## src/rtl/io_bank_pkg.sv

```systemverilog
// io_bank_pkg: shared types and default constants for the IO bank controller.
//   bank_state_e   - power sequencing states
//   *_DEF          - default parameter values
//   *_W            - counter widths
package io_bank_pkg;

   typedef enum logic [1:0] {
      ST_OFF    = 2'd0,
      ST_SETTLE = 2'd1,
      ST_ON     = 2'd2
   } bank_state_e;

   localparam int NCH_DEF        = 16;
   localparam int DEB_CYC_DEF    = 4;
   localparam int SETTLE_CYC_DEF = 64;

   localparam int DEB_CNT_W    = 8;
   localparam int SETTLE_CNT_W = 16;

endpackage

```

## src/rtl/io_bank_if.sv

```systemverilog
// io_bank_if: pad-cell bus of the IO bank.
//   pad_a    ctrl->pad  output value
//   pad_en   ctrl->pad  output enable, active low (0 = drive)
//   pad_puen ctrl->pad  pull-up enable
//   pad_pden ctrl->pad  pull-down enable
//   pad_y    pad->ctrl  pad input, asynchronous to clk
interface io_bank_if
   import io_bank_pkg::*;
#(
   parameter int NCH = NCH_DEF
);
   logic [NCH-1:0] pad_a;
   logic [NCH-1:0] pad_en;
   logic [NCH-1:0] pad_puen;
   logic [NCH-1:0] pad_pden;
   logic [NCH-1:0] pad_y;

   modport ctrl (output pad_a, pad_en, pad_puen, pad_pden, input pad_y);
   modport pad  (input pad_a, pad_en, pad_puen, pad_pden, output pad_y);
endinterface

```

## src/rtl/io_in_filter.sv

```systemverilog
// io_in_filter: one input channel - 2-flop synchroniser, optional debounce,
// rising-edge interrupt pending flag.
//   clk, resetn  bank clock, async active-low reset
//   run          bank is ON; when low the synchroniser/counter are held clear
//                and in_val/irq_pend hold their value
//   pad_y        asynchronous pad input
//   deb_en       debounce enable (low also clears the counter)
//   irq_en       rising-edge interrupt enable
//   irq_clr      write-1-to-clear pulse for irq_pend
//   in_val       filtered input value
//   irq_pend     interrupt pending
module io_in_filter
   import io_bank_pkg::*;
#(
   parameter int DEB_CYC = DEB_CYC_DEF
) (
   input  logic clk,
   input  logic resetn,
   input  logic run,
   input  logic pad_y,
   input  logic deb_en,
   input  logic irq_en,
   input  logic irq_clr,
   output logic in_val,
   output logic irq_pend
);

   localparam logic [DEB_CNT_W-1:0] DEB_LAST = DEB_CNT_W'(DEB_CYC - 1);

   logic                 sync_1;
   logic                 sync_2;
   logic [DEB_CNT_W-1:0] deb_cnt;
   logic [DEB_CNT_W-1:0] cnt_nxt;
   logic                 in_nxt;

   // Counter only advances while the synced value disagrees; any agreement
   // (or debounce disabled) restarts it, so a toggle of deb_en clears it.
   always_comb begin
      in_nxt  = in_val;
      cnt_nxt = '0;
      if (!deb_en) begin
         in_nxt = sync_2;
      end else if (sync_2 != in_val) begin
         if (deb_cnt == DEB_LAST) begin
            in_nxt = sync_2;
         end else begin
            cnt_nxt = deb_cnt + 1'b1;
         end
      end
   end

   always_ff @(posedge clk or negedge resetn) begin
      if (!resetn) begin
         sync_1   <= 1'b0;
         sync_2   <= 1'b0;
         deb_cnt  <= '0;
         in_val   <= 1'b0;
         irq_pend <= 1'b0;
      end else if (run) begin
         sync_1   <= pad_y;
         sync_2   <= sync_1;
         deb_cnt  <= cnt_nxt;
         in_val   <= in_nxt;
         // set has priority over a coincident clear
         irq_pend <= (irq_en & in_nxt & ~in_val) | (irq_pend & ~irq_clr);
      end else begin
         sync_1  <= 1'b0;
         sync_2  <= 1'b0;
         deb_cnt <= '0;
      end
   end

endmodule

```

## src/rtl/io_bank_ctrl.sv

```systemverilog
// io_bank_ctrl: IO bank power sequencing and pad control.
//   clk, resetn       bank clock, async active-low reset
//   supply_ok         pad supply good (asynchronous, synchronised here)
//   out_val, oe       per-channel output value / enable (1 = drive)
//   pu, pd            per-channel pull-up / pull-down requests
//   deb_en            per-channel debounce enable
//   irq_en, irq_clr   per-channel rising-edge irq enable / clear pulse
//   in_val            filtered input values
//   irq_pend, irq     per-channel pending flags and their OR
//   bank_ready        bank is ON
//   pads              pad-cell bus (ctrl side)
//
// state     | meaning
// ST_OFF    | supply absent; pads safe (undriven, no pulls), inputs frozen
// ST_SETTLE | supply present, waiting SETTLE_CYC consecutive good cycles
// ST_ON     | pads follow configuration, inputs sampled
module io_bank_ctrl
   import io_bank_pkg::*;
#(
   parameter int NCH        = NCH_DEF,
   parameter int DEB_CYC    = DEB_CYC_DEF,
   parameter int SETTLE_CYC = SETTLE_CYC_DEF
) (
   input  logic           clk,
   input  logic           resetn,
   input  logic           supply_ok,
   input  logic [NCH-1:0] out_val,
   input  logic [NCH-1:0] oe,
   input  logic [NCH-1:0] pu,
   input  logic [NCH-1:0] pd,
   input  logic [NCH-1:0] deb_en,
   input  logic [NCH-1:0] irq_en,
   input  logic [NCH-1:0] irq_clr,
   output logic [NCH-1:0] in_val,
   output logic [NCH-1:0] irq_pend,
   output logic           irq,
   output logic           bank_ready,
   io_bank_if.ctrl        pads
);

   localparam logic [SETTLE_CNT_W-1:0] SETTLE_LAST = SETTLE_CNT_W'(SETTLE_CYC - 1);

   logic                    sup_s1;
   logic                    sup_s2;
   bank_state_e             state;
   bank_state_e             state_nxt;
   logic [SETTLE_CNT_W-1:0] settle_cnt;
   logic [SETTLE_CNT_W-1:0] settle_nxt;
   logic                    on_nxt;

   always_ff @(posedge clk or negedge resetn) begin
      if (!resetn) begin
         sup_s1     <= 1'b0;
         sup_s2     <= 1'b0;
         state      <= ST_OFF;
         settle_cnt <= '0;
      end else begin
         sup_s1     <= supply_ok;
         sup_s2     <= sup_s1;
         state      <= state_nxt;
         settle_cnt <= settle_nxt;
      end
   end

   // Settle timer is a down-counter loaded on SETTLE entry; reaching zero
   // with supply still good marks the last of SETTLE_CYC cycles.
   always_comb begin
      state_nxt  = state;
      settle_nxt = '0;
      case (state)
         ST_OFF: begin
            if (sup_s2) begin
               state_nxt  = ST_SETTLE;
               settle_nxt = SETTLE_LAST;
            end
         end
         ST_SETTLE: begin
            if (!sup_s2) begin
               state_nxt = ST_OFF;
            end else if (settle_cnt == '0) begin
               state_nxt = ST_ON;
            end else begin
               settle_nxt = settle_cnt - 1'b1;
            end
         end
         ST_ON: begin
            if (!sup_s2) state_nxt = ST_OFF;
         end
         default: state_nxt = ST_OFF;
      endcase
   end

   // Pad registers follow the next state so the pads go safe on the same
   // edge the FSM leaves ON, not one cycle later.
   assign on_nxt = (state_nxt == ST_ON);

   always_ff @(posedge clk or negedge resetn) begin
      if (!resetn) begin
         pads.pad_a    <= '0;
         pads.pad_en   <= '1;
         pads.pad_puen <= '0;
         pads.pad_pden <= '0;
      end else if (on_nxt) begin
         pads.pad_a    <= out_val;
         pads.pad_en   <= ~oe;
         pads.pad_puen <= pu & ~pd;
         pads.pad_pden <= pd & ~pu;
      end else begin
         pads.pad_a    <= '0;
         pads.pad_en   <= '1;
         pads.pad_puen <= '0;
         pads.pad_pden <= '0;
      end
   end

   for (genvar g = 0; g < NCH; g++) begin : g_ch
      io_in_filter #(.DEB_CYC(DEB_CYC)) u_filt (
         .clk      (clk),
         .resetn   (resetn),
         .run      (state == ST_ON),
         .pad_y    (pads.pad_y[g]),
         .deb_en   (deb_en[g]),
         .irq_en   (irq_en[g]),
         .irq_clr  (irq_clr[g]),
         .in_val   (in_val[g]),
         .irq_pend (irq_pend[g])
      );
   end

   assign irq        = |irq_pend;
   assign bank_ready = (state == ST_ON);

endmodule

```

## src/flat_wrapper.sv

```systemverilog
// flat-port wrapper written by rule: the top's interface ports become plain ports
module io_bank_ctrl_flat import io_bank_pkg::*;
#(
   parameter int NCH        = NCH_DEF,
   parameter int DEB_CYC    = DEB_CYC_DEF,
   parameter int SETTLE_CYC = SETTLE_CYC_DEF
)
  (clk, resetn, supply_ok, out_val, oe, pu, pd, deb_en, irq_en, irq_clr, in_val, irq_pend, irq, bank_ready, pads_pad_a, pads_pad_en, pads_pad_puen, pads_pad_pden, pads_pad_y);
  io_bank_if #(.NCH(NCH)) pads_i ();
  input  logic clk;
  input  logic resetn;
  input  logic supply_ok;
  input  logic [NCH-1:0] out_val;
  input  logic [NCH-1:0] oe;
  input  logic [NCH-1:0] pu;
  input  logic [NCH-1:0] pd;
  input  logic [NCH-1:0] deb_en;
  input  logic [NCH-1:0] irq_en;
  input  logic [NCH-1:0] irq_clr;
  output logic [NCH-1:0] in_val;
  output logic [NCH-1:0] irq_pend;
  output logic irq;
  output logic bank_ready;
  output wire logic [$bits(pads_i.pad_a)-1:0] pads_pad_a;
  output wire logic [$bits(pads_i.pad_en)-1:0] pads_pad_en;
  output wire logic [$bits(pads_i.pad_puen)-1:0] pads_pad_puen;
  output wire logic [$bits(pads_i.pad_pden)-1:0] pads_pad_pden;
  input wire logic [$bits(pads_i.pad_y)-1:0] pads_pad_y;
  assign pads_pad_a = pads_i.pad_a;
  assign pads_pad_en = pads_i.pad_en;
  assign pads_pad_puen = pads_i.pad_puen;
  assign pads_pad_pden = pads_i.pad_pden;
  assign pads_i.pad_y = pads_pad_y;
  io_bank_ctrl #(.NCH(NCH), .DEB_CYC(DEB_CYC), .SETTLE_CYC(SETTLE_CYC)) u_core (.clk(clk), .resetn(resetn), .supply_ok(supply_ok), .out_val(out_val), .oe(oe), .pu(pu), .pd(pd), .deb_en(deb_en), .irq_en(irq_en), .irq_clr(irq_clr), .in_val(in_val), .irq_pend(irq_pend), .irq(irq), .bank_ready(bank_ready), .pads(pads_i));
endmodule
```

## config.mk

```make
export PLATFORM = sky130hd
export DESIGN_NAME = io_bank_ctrl_flat
export DESIGN_NICKNAME = d
export VERILOG_FILES = /design/src/rtl/io_bank_pkg.sv /design/src/rtl/io_bank_if.sv /design/src/rtl/io_in_filter.sv /design/src/rtl/io_bank_ctrl.sv /design/src/flat_wrapper.sv
export SDC_FILE = /design/constraint.sdc
export NUM_CORES = 1
export LEC_CHECK = 0
export ABC_AREA = 1
export ABC_CLOCK_PERIOD_IN_PS = 10240
export CAP_MARGIN = 5
export CELL_PAD_IN_SITES_DETAIL_PLACEMENT = 1
export CELL_PAD_IN_SITES_GLOBAL_PLACEMENT = 2
export CORE_AREA = 2 2 200 202
export CTS_BUF_LIST = sky130_fd_sc_hd__clkbuf_2
export CTS_CLUSTER_DIAMETER = 120
export DETAILED_ROUTE_END_ITERATION = 8
export DIE_AREA = 0 0 202 204
export PLACE_DENSITY_LB_ADDON = 0.1
export SYNTH_ARGS = -nofsm -noshare
export SYNTH_HDL_FRONTEND = slang
export SYNTH_HIERARCHICAL = 1
export SYNTH_SLANG_ARGS = --single-unit
```

## constraint.sdc

```tcl
create_clock -name clk -period 10.24 [get_ports clk]
set_input_delay 2.048 -clock clk [delete_from_list [all_inputs] [get_ports clk]]
set_output_delay 2.048 -clock clk [all_outputs]
set_load 0.005 [all_outputs]
```

Word-level counts from Yosys, hierarchy flattened. Index checks and enable logic that the tools add are counted.

Flip-flop bits (word level): 276. Bits of input ports: 131. Output and inout bits: 98. Logic and storage cells: 401.

Add/subtract/negate cells: 17. Equality and inequality tests: 35. Mux-type cells: 157. Bitwise operators: 101. Reductions and logical operators: 3.

Operators with widths (count): $mux W8 (64); $add A8 B1 Y8 const B (16); $eq A8 B2 Y1 const B (16); $mux W16 (6); $mux W1 (80); $and A1 B1 Y1 (48); $not A16 Y16 (3); $and A16 B16 Y16 (2); $not A1 Y1 (32); $pmux W16 S2 (1); $logic_not A16 Y1 (1); $ne A1 B1 Y1 (16); $or A1 B1 Y1 (16); $reduce_or A16 Y1 (1); $sub A16 B1 Y16 const B (1); $mux W2 (4); $mux W6 (1); $pmux W2 S3 (1); $eq A2 B2 Y1 const B (2); $eq A2 B1 Y1 const B (1); $logic_not A2 Y1 (1).

Longest topological paths before layout. Gate-level depths: netlist of the first run.

Depth in word-level cells: 7. Mapped depth: 10. Depth with buffers taken out: 8.

Hierarchy. The synthesis of the first run kept the hierarchy.

By module, submodules not included: io_in_filter at u_core.g_ch[0].u_filt ... (times used 12, cells each 81, area each 638.1 um2, sequential area each 300.3 um2); io_bank_ctrl (times used 1, cells each 344, area each 3459.6 um2, sequential area each 2122.0 um2); io_in_filter at u_core.g_ch[6].u_filt ... (times used 4, cells each 72, area each 609.3 um2, sequential area each 300.3 um2).

Least setup slack after synthesis of the first run. OpenSTA, ideal clock, no wires.

Path kind: reg2out. From: reg u_core.state[0]. To: out bank_ready. Data arrival time: 3.842 ns. Required time: 8.192 ns. Setup slack: 4.350 ns. Cell stages (with the launch flop): 2. Buffers on the path: 0. Path through: dfrtp_1 nor2_1.

Longest elaborated chain between the ends: 1.

RTL lines: start, declared (RTL line io_bank_ctrl.sv:45) `bank_state_e state;`; start signal, assigned (RTL line io_bank_ctrl.sv:60) `state <= state_nxt;`; $eq A2 B2 Y1 (RTL line io_bank_ctrl.sv:131) `assign bank_ready = (state == ST_ON);`; end, declared (RTL line flat_wrapper.sv:23) `output logic bank_ready;`.

No other way between the ends.

Worst setup path in the final report of the first run.
From: reg u_core.g_ch[9].u_filt.irq_pend. To: out irq.

Longest elaborated chain between the ends: 1.

RTL lines: start, declared (RTL line io_in_filter.sv:25) `output logic irq_pend`; start signal, assigned (RTL line io_in_filter.sv:65) `irq_pend <= (irq_en & in_nxt & ~in_val) | (irq_pend & ~irq_clr);`; $reduce_or A16 Y1 (RTL line io_bank_ctrl.sv:130) `assign irq = |irq_pend;`; end, declared (RTL line flat_wrapper.sv:22) `output logic irq;`.

No other way between the ends.

==> flow_summary.yaml, run 1 <==
timing:
  rsz0062_at_grt: "no"
  finalSetupViolCount: 0
  totalNegativeSetupSlack_ns: 0
  relSlewSlack_pct: 37.8
  maxSlewViolCount: 0
  hold_violations: 0
  min_period_ns: 4.80
  max_freq_mhz: 208
  hold-worst-slack_ns: 0.377
  finalCritPeriodShare_pct: 46.9
  clock_skew_ns: 0.0864
  tightest_slew_ns: 0.933
worst_setup_path:
  cp_slowest_cell: "nor4_1"
  crit_path_max_fanout: 3
  cp_num_buf_inv: 1
  crit_arrival_ns: 2.75
  crit_required_ns: 8.19
  critPathMaxStageDelay_ns: 0.75
  crit_chain: "nor4_1 -> nand4_1 -> clkdlybuf4s50_1"
  regToRegSetupSlack_ns: 7.77
  crit_type: "flip-flop to output pin"
  worstSetupStartpointType: "flip-flop"
  cp-end-kind: "output pin"
  cp_top_family: "simple AND/OR/NAND/NOR gates"
global_routing:
  met2_usage_pct: 28.6
  first_global_vias: 12200
  use_met3_pct: 8.29
  grt_max_degree: 124
  grt_busiest_layer: "met2"
  grt_util_met1_pct: 21.5
  grt-ovfl-total: 0
  grt_usage_pct: 18.0
  grt_first_pass_wirelength_mm: 59.6
  antenna_found_initial: 2
detailed_routing:
  vias_per_cell: 4.43
  drtPass1Iterations: 4
  drtAntennaViolNets: 0
  vias: 11100
  drc: 0
  routed_wl_mm: 35.4
  post_drt_wl_per_cell_um: 14.2
  drt_iter0_drc: 345
synthesis:
  synth_seq_cells: 276
  seq_area_frac_synth_pct: 51.1
  yosys_warnings: 6
  synth_compound_area_share_pct: 2.90
  synth_fa_ha_area_share_pct: 3.14
  synthMuxAreaShare_pct: 0
  synth.distinct_cells: 29
  syn-num-nets: 1769
  synth-xor-area-share_pct: 3.36
  synth_top_area_cell: "dfrtp_1"
  synth_top_area_share_pct: 48.0
  synthTopCellsByArea: "dfrtp_1 48%, nand2_1 11%, nor2_1 8.1%, inv_1 6.2%, ha_1 3.1%"
  synth_area_um2: 13600
  synth_top_family_by_area: "simple AND/OR/NAND/NOR gates"
  syn_area_per_cell_um2: 8.45
  yosys.area_share.simple_pct: 32.4
  synthCells: 1604
power_and_ir_drop:
  peakVddDrop_mv: 0.0674
  total_power_mw: 2.14
  p_per_area_nw_per_um2: 124
  power_leakage_nw: 8.68
clock_network:
  cts.sinks: 276
  cts-root-buf: "clkbuf_2"
  numCtsBuffers: 80
  postCtsSetupRepairBufs: 0
  ctsHoldBuffers: 0
  cts_tree: "done"
  htree_levels: 3
  clock_path_buffers: 3
  insertion_delay_ns: 0.95
  cts_resized: 0
  clkTransAtPathRegs_ns: 0.11
placed_design:
  hpwl_mm: 25.8
  io_buffers: 228
  postPlaceCellArea_um2: 16500
  dp.cells: 2356
  place_congestion: 0.749
floorplanning:
  rows: 73
  core_area_um2: 39200
  dieHeight_um: 204
  dieArea_um2: 41200
  dieWidth_um: 202
  ios: 229
  initial_core_util_pct: 34.6
cells_and_area:
  finalNonFillerCells: 2500
  drive_gt1_share_pct: 15.9
  final_area_um2: 17300
  area_growth_pct: 27.3
  nNetsFinal: 2078
status:
  status: "complete, no violations"
min_path:
  hold_path.class: "flip-flop to flip-flop"
run:
  max_cap_viol_count: 0
-- sequential cells by signal, indices dropped and copies added, names as in the netlist --
register	count
u_core/g_ch.u_filt/deb_cnt	128
u_core/g_ch.u_filt/in_val	16
u_core/g_ch.u_filt/irq_pend	16
u_core/g_ch.u_filt/sync_1	16
u_core/g_ch.u_filt/sync_2	16
u_core/pads.pad_a	16
u_core/pads.pad_en	16
u_core/pads.pad_pden	16
u_core/pads.pad_puen	16
u_core/settle_cnt	16
u_core/state	2
u_core/sup_s1	1
u_core/sup_s2	1
-- layer usage --
layer | wire length, um | vias to the layer above
met4 | 659 | 2
li1 | - | 5546
met2 | 15900 | 254
met3 | 3480 | 53
met5 | 13 | -
met1 | 15300 | 5213
-- metrics by stage --
step / worst slack (ns) / utilization (%)
finish: 5.44 / 44.0
global route: 5.21 / 44.0
CTS: 5.27 / 44.0
floorplan: 4.35 / -
global placement: 6.18 / 42.1
detailed placement: 6.14 / 42.1
-- power by group --
part / internal (mW) / switching [mW] / total, mW
Sequential: 1.10 / 0.00778 / 1.11
Clock: 0.377 / 0.491 / 0.867
Combinational: 0.0764 / 0.0860 / 0.162
Total: 1.55 / 0.585 / 2.14
-- final cells by class --
class                   instances  area [um^2]
multi-input cells            1085         5680
flip-flops and latches        276         6930
clock inverters                28          190
clock buffers                 115          576
repair buffers                233         2340
fillers                      4740        21900
diodes                          1         2.50
well taps                     525          657
inverters                     237          890
-- synth_stat cells --
master    number
o21ai_1        1
nand4_1       33
nor4_1         4
a21oi_1       23
o21a_1         1
inv_2         13
xor2_1        37
inv_1        224
dfstp_2       16
nand2_1      403
nor3_1         1
buf_6          1
buf_2          3
or2_2         32
nand3b_4       5
nand3_1       65
buf_12         2
o21ai_0       18
nand2_4       13
nor3_2         4
xnor2_1       15
dfrtp_1      260
nor2_4        35
nand3_2       12
nor2_2        18
a21oi_2       20
nor2_1       294
ha_1          34
nand2_2       17
-- kinds of logic (layout without fill, tap and decap cells) --
logic type,count (synthesis),after routing
compound gates,63,63
xor+xnor,52,52
fa+ha+maj,34,34
buf+inv,243,613
flops,276,276
other cells,0,1
simple gates,936,936
-- cell usage in the layout, fill, tap and decap left out, types with 4 or more instances in the layout --
| master | instances |
|---|---|
| nand4_1 | 33 |
| or2_2 | 32 |
| nand2_4 | 13 |
| inv_1 | 224 |
| nand3b_4 | 5 |
| a21oi_1 | 23 |
| nor3_2 | 4 |
| ha_1 | 34 |
| clkinv_1 | 21 |
| xnor2_1 | 15 |
| dfrtp_1 | 260 |
| nand3_1 | 65 |
| xor2_1 | 37 |
| inv_2 | 14 |
| o21ai_0 | 18 |
| nor2_4 | 36 |
| nand2_1 | 403 |
| dfstp_2 | 16 |
| a21oi_2 | 20 |
| clkbuf_2 | 115 |
| nand3_2 | 12 |
| nand2_2 | 17 |
| clkdlybuf4s50_1 | 227 |
| nor2_1 | 293 |
| nor4_1 | 4 |
| nor2_2 | 18 |
| buf_4 | 4 |
-- final timing paths --
kind                                                            startpoint                                          to  cells past startpoint
worst max-delay path            u_core/g_ch[9].u_filt/irq_pend$_DFFE_PN0P_                                         irq                      3
worst min-delay path                               u_core/sup_s1$_DFF_PN0_                     u_core/sup_s2$_DFF_PN0_                      0
worst max register to register                   u_core/state[0]$_DFF_PN0_              u_core/pads.pad_a[0]$_DFF_PN0_                      7
worst min register to register                     u_core/sup_s1$_DFF_PN0_                     u_core/sup_s2$_DFF_PN0_                      0
max in group asynchronous                                           resetn           u_core/pads.pad_pden[4]$_DFF_PN0_                      3
min in group asynchronous                                           resetn  u_core/g_ch[1].u_filt/deb_cnt[2]$_DFF_PN0_                      1
Power figures use the tool's default switching activity.
==> run 2, diff against run 1 <==
ABC_CLOCK_PERIOD_IN_PS = 3950   (was 10240)
CORE_AREA = 2 2 216 218   (was 2 2 200 202)
DIE_AREA = 0 0 218 220   (was 0 0 202 204)
clock period = 3.95 ns   (was 10.24 ns; I/O delays follow)
==> run 2 against run 1 <==
Effect of this change: cell count grew 3.7%; critical path type unchanged; non-clock buffer count up 5; die area grew 16%; critical endpoint is now bank_ready; wire length increased by 3.5%; sequential power grew to 2.6 times the previous value; design area is 1.1% higher.
==> flow_summary.yaml, run 2 (same netlist as run 1, synthesis figures left out) <==
status:
  status: "complete, no violations"
worst_setup_path:
  crit_arrival_ns: 2.72
  crit_type: "flip-flop to output pin"
  cp_slowest_cell: "clkdlybuf4s50_1"
  crit_end: "bank_ready"
  cp_num_buf_inv: 1
  crit_required_ns: 3.16
  crit_path_max_fanout: 22
  cp-end-kind: "output pin"
  cp_top_family: "buffers and inverters"
  critPathMaxStageDelay_ns: 0.67
  r2r.worst_path.cells: 6
  setup.worst_path.start: "u_core/state[0]$_DFF_PN0_"
  timing.rr.start: "u_core/state[0]$_DFF_PN0_"
  crit_chain: "nor2_4 -> clkdlybuf4s50_1"
  worstSetupStartpointType: "flip-flop"
  r2r_end: "u_core/pads.pad_puen[2]$_DFF_PN0_"
  regToRegSetupSlack_ns: 1.72
  worst-path-stages: 2
timing:
  finalSetupViolCount: 0
  max_freq_mhz: 285
  totalNegativeSetupSlack_ns: 0
  maxSlewViolCount: 0
  rsz0062_at_grt: "no"
  relSlewSlack_pct: 52.2
  hold_violations: 0
  min_period_ns: 3.51
  finalCritPeriodShare_pct: 88.9
  finalWorstSetupSlack_ns: 0.440
  tightest_slew_ns: 0.717
  clock_skew_ns: 0.0664
power_and_ir_drop:
  p_per_area_nw_per_um2: 325
  peakVddDrop_mv: 0.160
  power_leakage_nw: 8.73
floorplanning:
  initial_core_util_pct: 29.6
  dieArea_um2: 48000
  dieWidth_um: 218
  rows: 79
  ios: 229
  dieHeight_um: 220
  core_area_um2: 45900
clock_network:
  clock_path_buffers: 3
  clkTransAtPathRegs_ns: 0.11
  htree_levels: 3
  cts.sinks: 276
  numCtsBuffers: 85
  insertion_delay_ns: 1.02
  cts-root-buf: "clkbuf_2"
  cts_tree: "done"
placed_design:
  place_ws_ns: 1.40
  hpwl_mm: 26.7
  io_buffers: 228
  place_congestion: 0.751
detailed_routing:
  routed_wl_mm: 36.6
  vias: 11200
  post_drt_wl_per_cell_um: 14.1
  drtAntennaViolNets: 0
  drc: 0
  vias_per_cell: 4.32
  drt_iter0_drc: 308
  drtPass1Iterations: 4
cells_and_area:
  final_cell_mix: "403 x nand2_1, 293 x nor2_1, 260 x dfrtp_1, 227 x clkdlybuf4s50_1, 224 x inv_1"
  top_register: "u_core/g_ch.u_filt/deb_cnt"
  nNetsFinal: 2088
  largest_reg_flops: 128
  drive_gt1_share_pct: 16.6
  area_growth_pct: 28.8
  final_common_cell: "nand2_1"
global_routing:
  grt_usage_pct: 16.1
  grt-ovfl-total: 0
  grt_max_degree: 94
  grt_first_pass_wirelength_mm: 61.2
  antenna_found_initial: 4
  first_global_vias: 12100
run:
  max_cap_viol_count: 0
min_path:
  hold_path.class: "input pin to flip-flop"
run 2: report_power, final:
part / switching, mW / leakage, nW / internal, mW
clock network: 1.34 / 0.590 / 1.03
logic: 0.227 / 4.36 / 0.203
registers: 0.0204 / 3.78 / 2.86
run 2: timing repair:
action                                 in CTS  in global routing
endpoints found under the hold margin      67                  0
hold buffers                                1                  0
resized for setup                           0                  0
setup buffers                               0                  0
run 2: cell type report:
cell class	instances	area, um^2
well taps	607	759
inverters	237	890
flip-flops and latches	276	6930
clock buffers	124	621
fillers	5537	28400
repair buffers	238	2400
multi-input cells	1085	5680
clock inverters	21	168
diodes	4	10.0
run 2: worst min-delay path by stage:
stage	startpoint	endpoint	slack [ns]	cells past startpoint
4_1_cts	oe[6]	u_core/pads.pad_en[6]$_DFF_PN1_	0.06	2
3_5_place_dp	u_core/sup_s1$_DFF_PN0_	u_core/sup_s2$_DFF_PN0_	0.36	0
2_1_floorplan	u_core/sup_s1$_DFF_PN0_	u_core/sup_s2$_DFF_PN0_	0.33	0
5_1_grt	oe[1]	u_core/pads.pad_en[1]$_DFF_PN1_	0.04	2
3_3_place_gp	u_core/sup_s1$_DFF_PN0_	u_core/sup_s2$_DFF_PN0_	0.35	0
6_report	oe[14]	u_core/pads.pad_en[14]$_DFF_PN1_	0.26	2
run 2: through the flow:
stage                     instances  power [mW]  hold WS [ns]  cell area [um^2]  util, %
after global routing           2592        6.07        0.0411             17500     38.1
after floorplan                1604        3.10         0.331             13600        -
after global placement         2442        3.37         0.348             16600     36.3
after detailed placement       2442        3.37         0.359             16600     36.3
after CTS                      2588        5.86        0.0589             17400     38.0
final                          2592        5.67         0.262             17500     38.1
run 2: worst reg2reg max path, cell delays in order (launching register included):
cell,delay (ns)
dfrtp_1,0.48
nor2_4,0.57
nand2_1,0.19
nand2_4,0.24
inv_2,0.24
buf_4,0.32
nor2_1,0.13
run 2: metal layers:
metal,share of wire (%),global-route usage (%),vias to the layer above
met2,45,25.6,267
met5,0.049,0,-
met4,3.1,6.24,2
li1,-,-,5569
met1,43,19.0,5276
met3,9.2,7.47,93
==> run 3, diff against run 2 <==
CORE_AREA = 2 2 212 214   (was 2 2 216 218)
DIE_AREA = 0 0 214 216   (was 0 0 218 220)
SYNTH_HIERARCHICAL = not set   (was 1)
==> run 3 against run 2 <==
Effect of this change: core utilization decreased by 1.3 points; setup slack improved by 0.090 ns; clock skew decreased by 0.026 ns; hold slack improved by 0.062 ns; via count decreased by 7.3%; sequential power about the same; register-to-register slack got worse by 0.14 ns; clock power decreased by 12%; maximum frequency increased by 2.6%; wire length decreased by 6.3%; total power decreased by 4.1%.
==> flow_summary.yaml, run 3 <==
timing:
  max_freq_mhz: 292
  relSlewSlack_pct: 51.7
  finalCritPeriodShare_pct: 86.6
  rsz0062_at_grt: "no"
  totalNegativeSetupSlack_ns: 0
  min_period_ns: 3.42
  clock_skew_ns: 0.0406
  maxSlewViolCount: 0
  finalSetupViolCount: 0
  tightest_slew_ns: 0.724
  hold_violations: 0
synthesis:
  synth-edff-count: 0
  syn-num-nets: 1612
  synthMuxAreaShare_pct: 0
  synth-xor-area-share_pct: 2.77
  synth_top_family_by_area: "simple AND/OR/NAND/NOR gates"
  syn_area_per_cell_um2: 8.64
  synth_flop_cell: "dfrtp_1"
  synth_top_area_cell: "dfrtp_1"
  synth_seq_cells: 276
  yosys.area_share.simple_pct: 25.2
  synthCells: 1464
  synthTopCellsByArea: "dfrtp_1 51%, nor2_1 8.3%, nand2_1 7.7%, inv_1 5.8%, dfstp_2 3.3%"
  synth_area_um2: 12600
  synth.distinct_cells: 40
  synth_compound_area_share_pct: 6.76
  synth.most_common_cell: "nor2_1"
  synth_top_area_share_pct: 51.4
  synth-async-reset-ratio_pct: 100
  synth_common_cells: "278 x nor2_1, 261 x nand2_1, 260 x dfrtp_1"
  seq_area_frac_synth_pct: 54.8
  yosys_warnings: 0
  synth_fa_ha_area_share_pct: 1.68
global_routing:
  grt-ovfl-total: 0
  antenna_found_initial: 1
  grt_max_degree: 85
  grt_first_pass_wirelength_mm: 57.6
  grt_usage_pct: 15.5
  first_global_vias: 11200
detailed_routing:
  drt_iter0_drc: 332
  vias_per_cell: 4.35
  drtPass1Iterations: 4
  drc: 0
  routed_wl_mm: 34.3
  post_drt_wl_per_cell_um: 14.4
  drtAntennaViolNets: 0
  vias: 10400
cells_and_area:
  drive_gt1_share_pct: 11.7
  nNetsFinal: 1880
  largest_reg_flops: 128
  final_common_cell: "nor2_1"
  area_growth_pct: 27.5
  top_register: "u_core.g_ch.u_filt.deb_cnt"
  nFillCells: 5205
  final_cell_mix: "278 x nor2_1, 260 x nand2_1, 260 x dfrtp_1, 227 x clkdlybuf4s50_1, 195 x inv_1"
worst_setup_path:
  setup.worst_path.start: "u_core.state[0]$_DFF_PN0_"
  crit_path_max_fanout: 27
  crit_required_ns: 3.16
  timing.rr.start: "u_core.settle_cnt[0]$_DFF_PN0_"
  r2r_end: "u_core.pads.pad_pden[6]$_DFF_PN0_"
  crit_end: "bank_ready"
  crit_arrival_ns: 2.63
  r2r.worst_path.cells: 9
  crit_type: "flip-flop to output pin"
  regToRegSetupSlack_ns: 1.58
  worstSetupStartpointType: "flip-flop"
  cp-end-kind: "output pin"
clock_network:
  cts.sinks: 276
  ctsHoldBuffers: 1
  postCtsSetupRepairBufs: 0
  htree_levels: 3
  numCtsBuffers: 79
  insertion_delay_ns: 0.92
  cts-root-buf: "clkbuf_2"
  cts_resized: 0
  cts_tree: "done"
  clock_path_buffers: 3
  clkTransAtPathRegs_ns: 0.11
floorplanning:
  dieArea_um2: 46200
  initial_core_util_pct: 28.9
  ios: 229
  dieHeight_um: 216
  dieWidth_um: 214
  core_area_um2: 43800
  rows: 77
min_path:
  hold_path.class: "input pin to flip-flop"
power_and_ir_drop:
  total_power_mw: 5.44
  power_leakage_nw: 7.48
  p_per_area_nw_per_um2: 337
  peakVddDrop_mv: 0.171
status:
  status: "complete, no violations"
placed_design:
  io_buffers: 228
  place_congestion: 0.734
  hpwl_mm: 24.8
run:
  max_cap_viol_count: 0
## run 3: how the worst min path moves through the flow
stage,to,slack [ns],from,depth (start not counted)
2_1_floorplan,u_core.sup_s2$_DFF_PN0_,0.33,u_core.sup_s1$_DFF_PN0_,0
3_3_place_gp,u_core.sup_s2$_DFF_PN0_,0.34,u_core.sup_s1$_DFF_PN0_,0
3_5_place_dp,u_core.sup_s2$_DFF_PN0_,0.34,u_core.sup_s1$_DFF_PN0_,0
4_1_cts,u_core.sup_s1$_DFF_PN0_,0.17,supply_ok,1
5_1_grt,u_core.sup_s1$_DFF_PN0_,0.24,supply_ok,1
6_report,u_core.sup_s1$_DFF_PN0_,0.32,supply_ok,1
## run 3: cells by family (layout without fill, tap and decap cells)
group / after synthesis / count (layout)
AO/OA/AOI/OAI: 138 / 138
flip-flops: 276 / 276
buffers and inverters: 252 / 582
other: 0 / 1
adder cells (fa/ha/maj): 17 / 17
XOR/XNOR: 40 / 40
AND/OR/NAND/NOR: 741 / 741
## run 3: critical path: stages, from the launching register on
cell             delay (ns)
dfrtp_1                0.46
inv_2                  0.15
nand2_4                0.21
inv_4                  0.30
clkdlybuf4s50_1        0.56
## run 3: layout make-up
| class | count | area [um^2] | area share (%) |
|---|---|---|---|
| diodes | 1 | 2.50 | 0.0155 |
| repair buffers | 239 | 2400 | 14.9 |
| inverters | 200 | 753 | 4.67 |
| flip-flops and latches | 276 | 6930 | 43.0 |
| clock inverters | 19 | 73.8 | 0.458 |
| clock buffers | 124 | 621 | 3.85 |
| well taps | 592 | 741 | 4.59 |
| multi-input cells | 936 | 4610 | 28.6 |
## run 3: report_power, final
part	switching [mW]	leakage [nW]	internal, mW
Clock	1.25	0.558	0.824
Combinational	0.230	3.15	0.229
Sequential	0.0333	3.78	2.87
Total	1.52	7.48	3.92
## run 3: metrics by stage
stage	hold WS [ns]	worst slack, ns	util (%)	area (um^2)	cells
4_1_cts	0.169	0.329	36.8	16100	2386
6_report	0.323	0.531	36.8	16100	2387
3_3_place_gp	0.341	1.46	35.2	15400	2242
3_5_place_dp	0.336	1.42	35.2	15400	2242
5_1_grt	0.240	0.320	36.8	16100	2387
2_1_floorplan	0.331	2.18	-	12600	1464
## run 3: metal layers
| metal | share of wire (%) | GRT usage, % | vias up |
|---|---|---|---|
| li1 | - | - | 5156 |
| met1 | 44 | 19.0 | 4942 |
| met2 | 45 | 24.1 | 243 |
| met3 | 9.1 | 6.58 | 48 |
| met4 | 1.8 | 5.73 | 0 |
| met5 | 0 | 0 | - |
